`config.mk`:
```
export PLATFORM = sky130hd
export DESIGN_NAME = mmcm_ps_sequencer
export DESIGN_NICKNAME = d
export VERILOG_FILES = /design/src/rtl/mmcm_ps_sequencer.sv
export SDC_FILE = /design/constraint.sdc
export NUM_CORES = 1
export LEC_CHECK = 0
export ABC_AREA = 1
export BUFFER_PORTS_ARGS = -buffer_cell sky130_fd_sc_hd__buf_2
export CORE_MARGIN = 2
export CORE_UTILIZATION = 45
export DETAILED_ROUTE_END_ITERATION = 7
export PLACE_DENSITY = 0.75
export SYNTH_ARGS = -nofsm -noshare
export SYNTH_HDL_FRONTEND = slang
export SYNTH_SLANG_ARGS = --single-unit
```
`constraint.sdc`:
```
create_clock -name clk -period 4 [get_ports clk]
set_input_delay 0.6 -clock clk [delete_from_list [all_inputs] [get_ports clk]]
set_output_delay 0.6 -clock clk [all_outputs]
set_load 0.03 [all_outputs]
```
`src/rtl/mmcm_ps_sequencer.sv`:
```
// mmcm_ps_sequencer
// Drives the MMCM dynamic phase-shift port in the psclk domain on behalf of
// the servo loop. Each step is one psen pulse, and only one step is in flight
// at a time. Steps are paced by step_interval idle cycles after every psdone.
// The block tracks the net tap position, suppresses steps that would go past
// +/-POS_LIMIT, and flags a psdone that never arrives or that arrives when
// none was expected.
//
// Ports:
//   clk           psclk, the same clock as the MMCM PSCLK
//   reset_in      asynchronous active-high reset, shared with the MMCM
//   enable        allows new steps; a handshake already in flight always completes
//   step_interval idle cycles between a psdone and the next psen
//   incdec        requested direction (1 = increment, 0 = decrement)
//   clear_err     synchronous clear of the sticky flags; also leaves ERROR
//   psdone        phase-shift done, from the MMCM
//   psen          phase-shift enable to the MMCM (single-cycle pulse)
//   psincdec      direction to the MMCM, held from psen through psdone
//   busy          high while a step is being issued or awaited
//   position      signed net taps applied
//   limit_hit     one-cycle pulse when a step is suppressed at a limit
//   timeout_err   sticky: psdone did not arrive within TIMEOUT_CYCLES
//   spurious_done sticky: psdone seen while no step was outstanding
module mmcm_ps_sequencer #(
  parameter int POS_WIDTH      = 16,
  parameter int POS_LIMIT      = 4096,
  parameter int TIMEOUT_CYCLES = 64,
  parameter int INTERVAL_WIDTH = 32
) (
  input  logic                        clk,
  input  logic                        reset_in,
  input  logic                        enable,
  input  logic [INTERVAL_WIDTH-1:0]   step_interval,
  input  logic                        incdec,
  input  logic                        clear_err,
  input  logic                        psdone,
  output logic                        psen,
  output logic                        psincdec,
  output logic                        busy,
  output logic signed [POS_WIDTH-1:0] position,
  output logic                        limit_hit,
  output logic                        timeout_err,
  output logic                        spurious_done
);

  localparam int TO_WIDTH = $clog2(TIMEOUT_CYCLES + 1);
  localparam logic signed [POS_WIDTH-1:0] POS_MAX = POS_WIDTH'(POS_LIMIT);
  localparam logic signed [POS_WIDTH-1:0] POS_MIN = -POS_MAX;
  localparam logic signed [POS_WIDTH-1:0] POS_ONE = POS_WIDTH'(1);
  localparam logic [TO_WIDTH-1:0] TO_ONE   = TO_WIDTH'(1);
  localparam logic [TO_WIDTH-1:0] TO_LIMIT = TO_WIDTH'(TIMEOUT_CYCLES);
  localparam logic [INTERVAL_WIDTH-1:0] INT_ONE = INTERVAL_WIDTH'(1);

  typedef enum logic [1:0] {
    WAIT_INTERVAL,
    ISSUE,
    WAIT_DONE,
    ERROR
  } state_t;

  state_t                      state, state_next;
  logic [INTERVAL_WIDTH-1:0]   interval_count, interval_count_next;
  logic [TO_WIDTH-1:0]         timeout_count, timeout_count_next;
  logic signed [POS_WIDTH-1:0] position_next;
  logic                        psincdec_next;
  logic                        limit_hit_next;
  logic                        timeout_err_next;
  logic                        spurious_done_next;

  // State and output registers. psen and busy are derived from the next state,
  // so they are registered and line up exactly with the ISSUE and WAIT_DONE
  // cycles.
  always_ff @(posedge clk or posedge reset_in) begin
    if (reset_in) begin
      state          <= WAIT_INTERVAL;
      interval_count <= '0;
      timeout_count  <= '0;
      psen           <= 1'b0;
      psincdec       <= 1'b0;
      busy           <= 1'b0;
      position       <= '0;
      limit_hit      <= 1'b0;
      timeout_err    <= 1'b0;
      spurious_done  <= 1'b0;
    end else begin
      state          <= state_next;
      interval_count <= interval_count_next;
      timeout_count  <= timeout_count_next;
      psen           <= (state_next == ISSUE);
      psincdec       <= psincdec_next;
      busy           <= (state_next == ISSUE) || (state_next == WAIT_DONE);
      position       <= position_next;
      limit_hit      <= limit_hit_next;
      timeout_err    <= timeout_err_next;
      spurious_done  <= spurious_done_next;
    end
  end

  // Next-state logic. clear_err is applied first, so an error event in the
  // same cycle overrides it and the flag stays set.
  // The timeout counter holds the number of cycles since psen. The error is
  // registered on the edge where that count reaches TIMEOUT_CYCLES. A psdone
  // in that same cycle still counts as success.
  always_comb begin
    state_next          = state;
    interval_count_next = interval_count;
    timeout_count_next  = timeout_count;
    position_next       = position;
    psincdec_next       = psincdec;
    limit_hit_next      = 1'b0;
    timeout_err_next    = timeout_err;
    spurious_done_next  = spurious_done;

    if (clear_err) begin
      timeout_err_next   = 1'b0;
      spurious_done_next = 1'b0;
    end

    case (state)
      WAIT_INTERVAL: begin
        if (psdone) spurious_done_next = 1'b1;
        if (interval_count != '1) interval_count_next = interval_count + INT_ONE;
        if (enable && (interval_count >= step_interval)) begin
          if ((incdec && (position >= POS_MAX)) || (!incdec && (position <= POS_MIN))) begin
            limit_hit_next      = 1'b1;
            interval_count_next = '0;
          end else begin
            state_next    = ISSUE;
            psincdec_next = incdec;
          end
        end
      end

      ISSUE: begin
        if (psdone) spurious_done_next = 1'b1;
        state_next         = WAIT_DONE;
        timeout_count_next = TO_ONE;
      end

      WAIT_DONE: begin
        if (psdone) begin
          position_next       = psincdec ? (position + POS_ONE) : (position - POS_ONE);
          interval_count_next = '0;
          state_next          = WAIT_INTERVAL;
        end else if ((timeout_count + TO_ONE) == TO_LIMIT) begin
          timeout_err_next = 1'b1;
          state_next       = ERROR;
        end else begin
          timeout_count_next = timeout_count + TO_ONE;
        end
      end

      ERROR: begin
        if (psdone) spurious_done_next = 1'b1;
        if (clear_err) begin
          state_next          = WAIT_INTERVAL;
          interval_count_next = '0;
        end
      end
    endcase
  end

endmodule

```
==> out/metrics.csv <==
stage;metric;value;unit
outcome;run status;finished clean;
synthesis;EDFF count, synth;0;
clock_network;Num CTS Buffers;9;
timing;minimum clock period;2540;ps
layout;FILL cells;1156;
floorplan;DIE WIDTH;112;um
layout;Nets;899;
synthesis;yosys warns;0;
setup_path;Crit. End Element;flop;
clock_network;post_cts resized;0;
synthesis;Netlist Area Pre-Place;5220;um^2
floorplan;core region area;11400;um^2
placed_design;Routability Congestion;0.883;
global_route;GR Overflow Total;0;
timing;Hold Vio Cnt, Final;0;
global_route;vias in the first global route;4729;
floorplan;IO Count;60;
layout;Layout area overhead;13.3;%
synthesis;Top FF cell, synth;dfrtp_1;
synthesis;library cells used by synthesis;41;
layout;antenna fix cells;0;
synthesis;Syn Area/Cell;6.96;um^2
floorplan;num rows;39;
clock_network;Setup Buffers After CTS;0;
clock_network;H-tree levels;3;
layout;Non-Filler Instances;953;
route;Vias/cell;5.18;
min_path;HP Class;in2async;
run;Max-cap violations;0;
placed_design;Post-DP HPWL;9160;um
setup_path;CP required;4210;ps
route;Starting DRT DRC Count;259;
setup_path;critical path class;reg2reg;
clock_network;clock sinks;63;
timing;max-slew violations;0;
floorplan;total die area;12500;um^2
synthesis;Post-Syn Nets;841;
setup_path;Reg2Reg Setup Slack;1460;ps
route;DR vias;4938;
clock_network;CTS tree;built;
clock_network;clk slew on worst S/H paths;60;ps
pwr;Power Density;530;nW/um^2
timing;fin crit share;63.6;%
floorplan;Initial Utilization;45.9;%
clock_network;clk_lat worst skew;340;ps
pwr;Leak;3.16;nW
clock_network;Clock Tree Root;clkbuf_16;
pwr;Max VDD drop;451;uV
timing;clock skew;7.44;ps
route;DR WL/cell;12.9;um
placed_design;dpl cells;939;
setup_path;critical path launch point type;flop;
clock_network;hold_buf cts;0;
floorplan;Die Ht;112;um
global_route;initial antenna violation count;0;
global_route;first-pass GRT wire length;21500;um
route;DR pass1 iterations;6;
layout;FF+latch area;1580;um^2
synthesis;synthesized flop and latch total;63;
setup_path;CP max FO;33;
global_route;largest net degree at the start of global routing;44;
global_route;Total GRT Usage;20.8;%
route;final WL;12300;um
route;Routed Antenna Nets;0;
timing;final setup TNS;0;ps
layout;layout cells sized above 1;12.0;%
timing;relative slew slack;29.1;%
clock_network;maximum clock path buffer count;2;
timing;Worst-Margin Slew;1060;ps
timing;Final Setup Violations;0;
synthesis;Post-Syn Instances;749;
synthesis;sequential area share after synthesis;30.2;%
route;DRC violations left;0;
layout;Multi-input gate area;3280;um^2
placed_design;IO buf count;59;
synthesis;Async SR Flop Fraction;100;%
setup_path;WP data arrival;2750;ps
timing;Fmax;0.393;GHz
timing;setup repair after global routing missed its margin;false;
[power by group]
group	leakage, nW	switching, mW	internal, mW
Combinational	2.20	0.921	0.540
Clock	0.132	0.271	0.445
Sequential	0.832	0.182	0.775
[synth_stat cells, types with 2 or more instances]
cell type / count / area share (%)
a21oi_1: 33 / 3.2
nor3_1: 11 / 1.1
nand2_2: 7 / 0.84
nor4_1: 3 / 0.36
o21ai_2: 2 / 0.34
xor2_1: 20 / 3.4
o21ai_0: 25 / 2.4
or3_1: 2 / 0.24
o21a_1: 3 / 0.43
nand2_1: 239 / 17
o21ai_1: 5 / 0.48
nor3_2: 2 / 0.38
nand4_1: 11 / 1.3
a31oi_1: 3 / 0.36
nor2_4: 3 / 0.65
nor2_2: 3 / 0.36
clkbuf_1: 8 / 0.58
inv_1: 78 / 5.6
nor2_1: 68 / 4.9
buf_2: 6 / 0.58
ha_1: 53 / 13
o22ai_1: 2 / 0.24
nand3b_1: 3 / 0.43
nand3_1: 62 / 5.9
o21bai_1: 3 / 0.43
xnor2_1: 17 / 2.9
dfrtp_1: 63 / 30
[flip-flops by register name, summed over array words and instances, names as in the netlist, named ones only]
| signal | count |
|---|---|
| spurious_done | 1 |
| timeout_count | 7 |
| timeout_err | 1 |
| psen | 1 |
| state | 1 |
| busy | 1 |
| limit_hit | 1 |
| interval_count | 32 |
| position | 16 |
| psincdec | 1 |
[final cells by class]
cell class	count	share of cell area [%]
Inverter	78	4.95
Multi-Input combinational cell	593	55.5
Tap cell	143	3.03
Sequential cell	63	26.7
Clock inverter	1	0.0847
Timing Repair Buffer	62	5.38
Clock buffer	13	4.40
[final timing paths]
path / start / to / cells past startpoint
setup reg to reg: interval_count[29]$_DFFE_PP0P_ / interval_count[28]$_DFFE_PP0P_ / 10
hold reg to reg: timeout_err$_DFF_PP0_ / timeout_err$_DFF_PP0_ / 2
hold / removal: reset_in / position[13]$_DFFE_PP0P_ / 2
max in group asynchronous: reset_in / interval_count[19]$_DFFE_PP0P_ / 3
min in group clk: timeout_err$_DFF_PP0_ / timeout_err$_DFF_PP0_ / 2
setup / recovery: interval_count[29]$_DFFE_PP0P_ / interval_count[28]$_DFFE_PP0P_ / 10
[cells in the final DEF, fill, tap and decap left out, types with 5 or more instances in the layout]
cell type	instances
nor3_1	10
inv_1	77
nor2_1	68
nand2_1	239
clkbuf_16	9
ha_1	53
xnor2_1	17
o21ai_0	25
nand3_1	62
nand2_2	7
xor2_1	20
buf_2	59
dfrtp_1	63
o21ai_1	5
nand4_1	11
a21oi_1	33
[logic make-up (layout without fill, tap and decap cells)]
family | Yosys count | count (layout) | synth area share [%]
buffers and inverters | 93 | 154 | 6.98
and+or+nand+nor | 420 | 420 | 34.6
AOI/OAI and AO/OA | 81 | 81 | 8.61
xor gates and xnor gates | 38 | 38 | 6.52
DFF | 63 | 63 | 30.2
adders and majority gates | 54 | 54 | 13.1
[metal layers]
layer / vias up / track usage, % / part of all wire [%]
met5: - / 0 / 0
met4: 0 / 5.60 / 1.6
met3: 16 / 4.03 / 5.8
met2: 128 / 34.9 / 46
met1: 2239 / 27.4 / 46
li1: 2555 / - / -
[stage by stage]
step | util [%] | hold slack (ps) | setup slack, ps | instance area [um^2] | total power, mW
after floorplan | - | 494 | 1660 | 5220 | 2.06
after global placement | 49.7 | 472 | 1240 | 5650 | 2.38
after detailed placement | 49.7 | 472 | 1230 | 5650 | 2.41
after CTS | 52.0 | 486 | 1460 | 5910 | 3.14
after global routing | 52.0 | 525 | 1190 | 5910 | 3.40
final | 52.0 | 465 | 1460 | 5910 | 3.13
[critical path, cell delays in order, from the launching register on]
cell,delay [ps]
dfrtp_1,470
ha_1,340
nand2_1,60
nor2_1,140
nand4_1,130
nor2_1,230
nand2_1,80
nand2_1,90
nand3_2,550
nand3_1,240
nand2_1,80
Power figures use the tool's default switching activity.
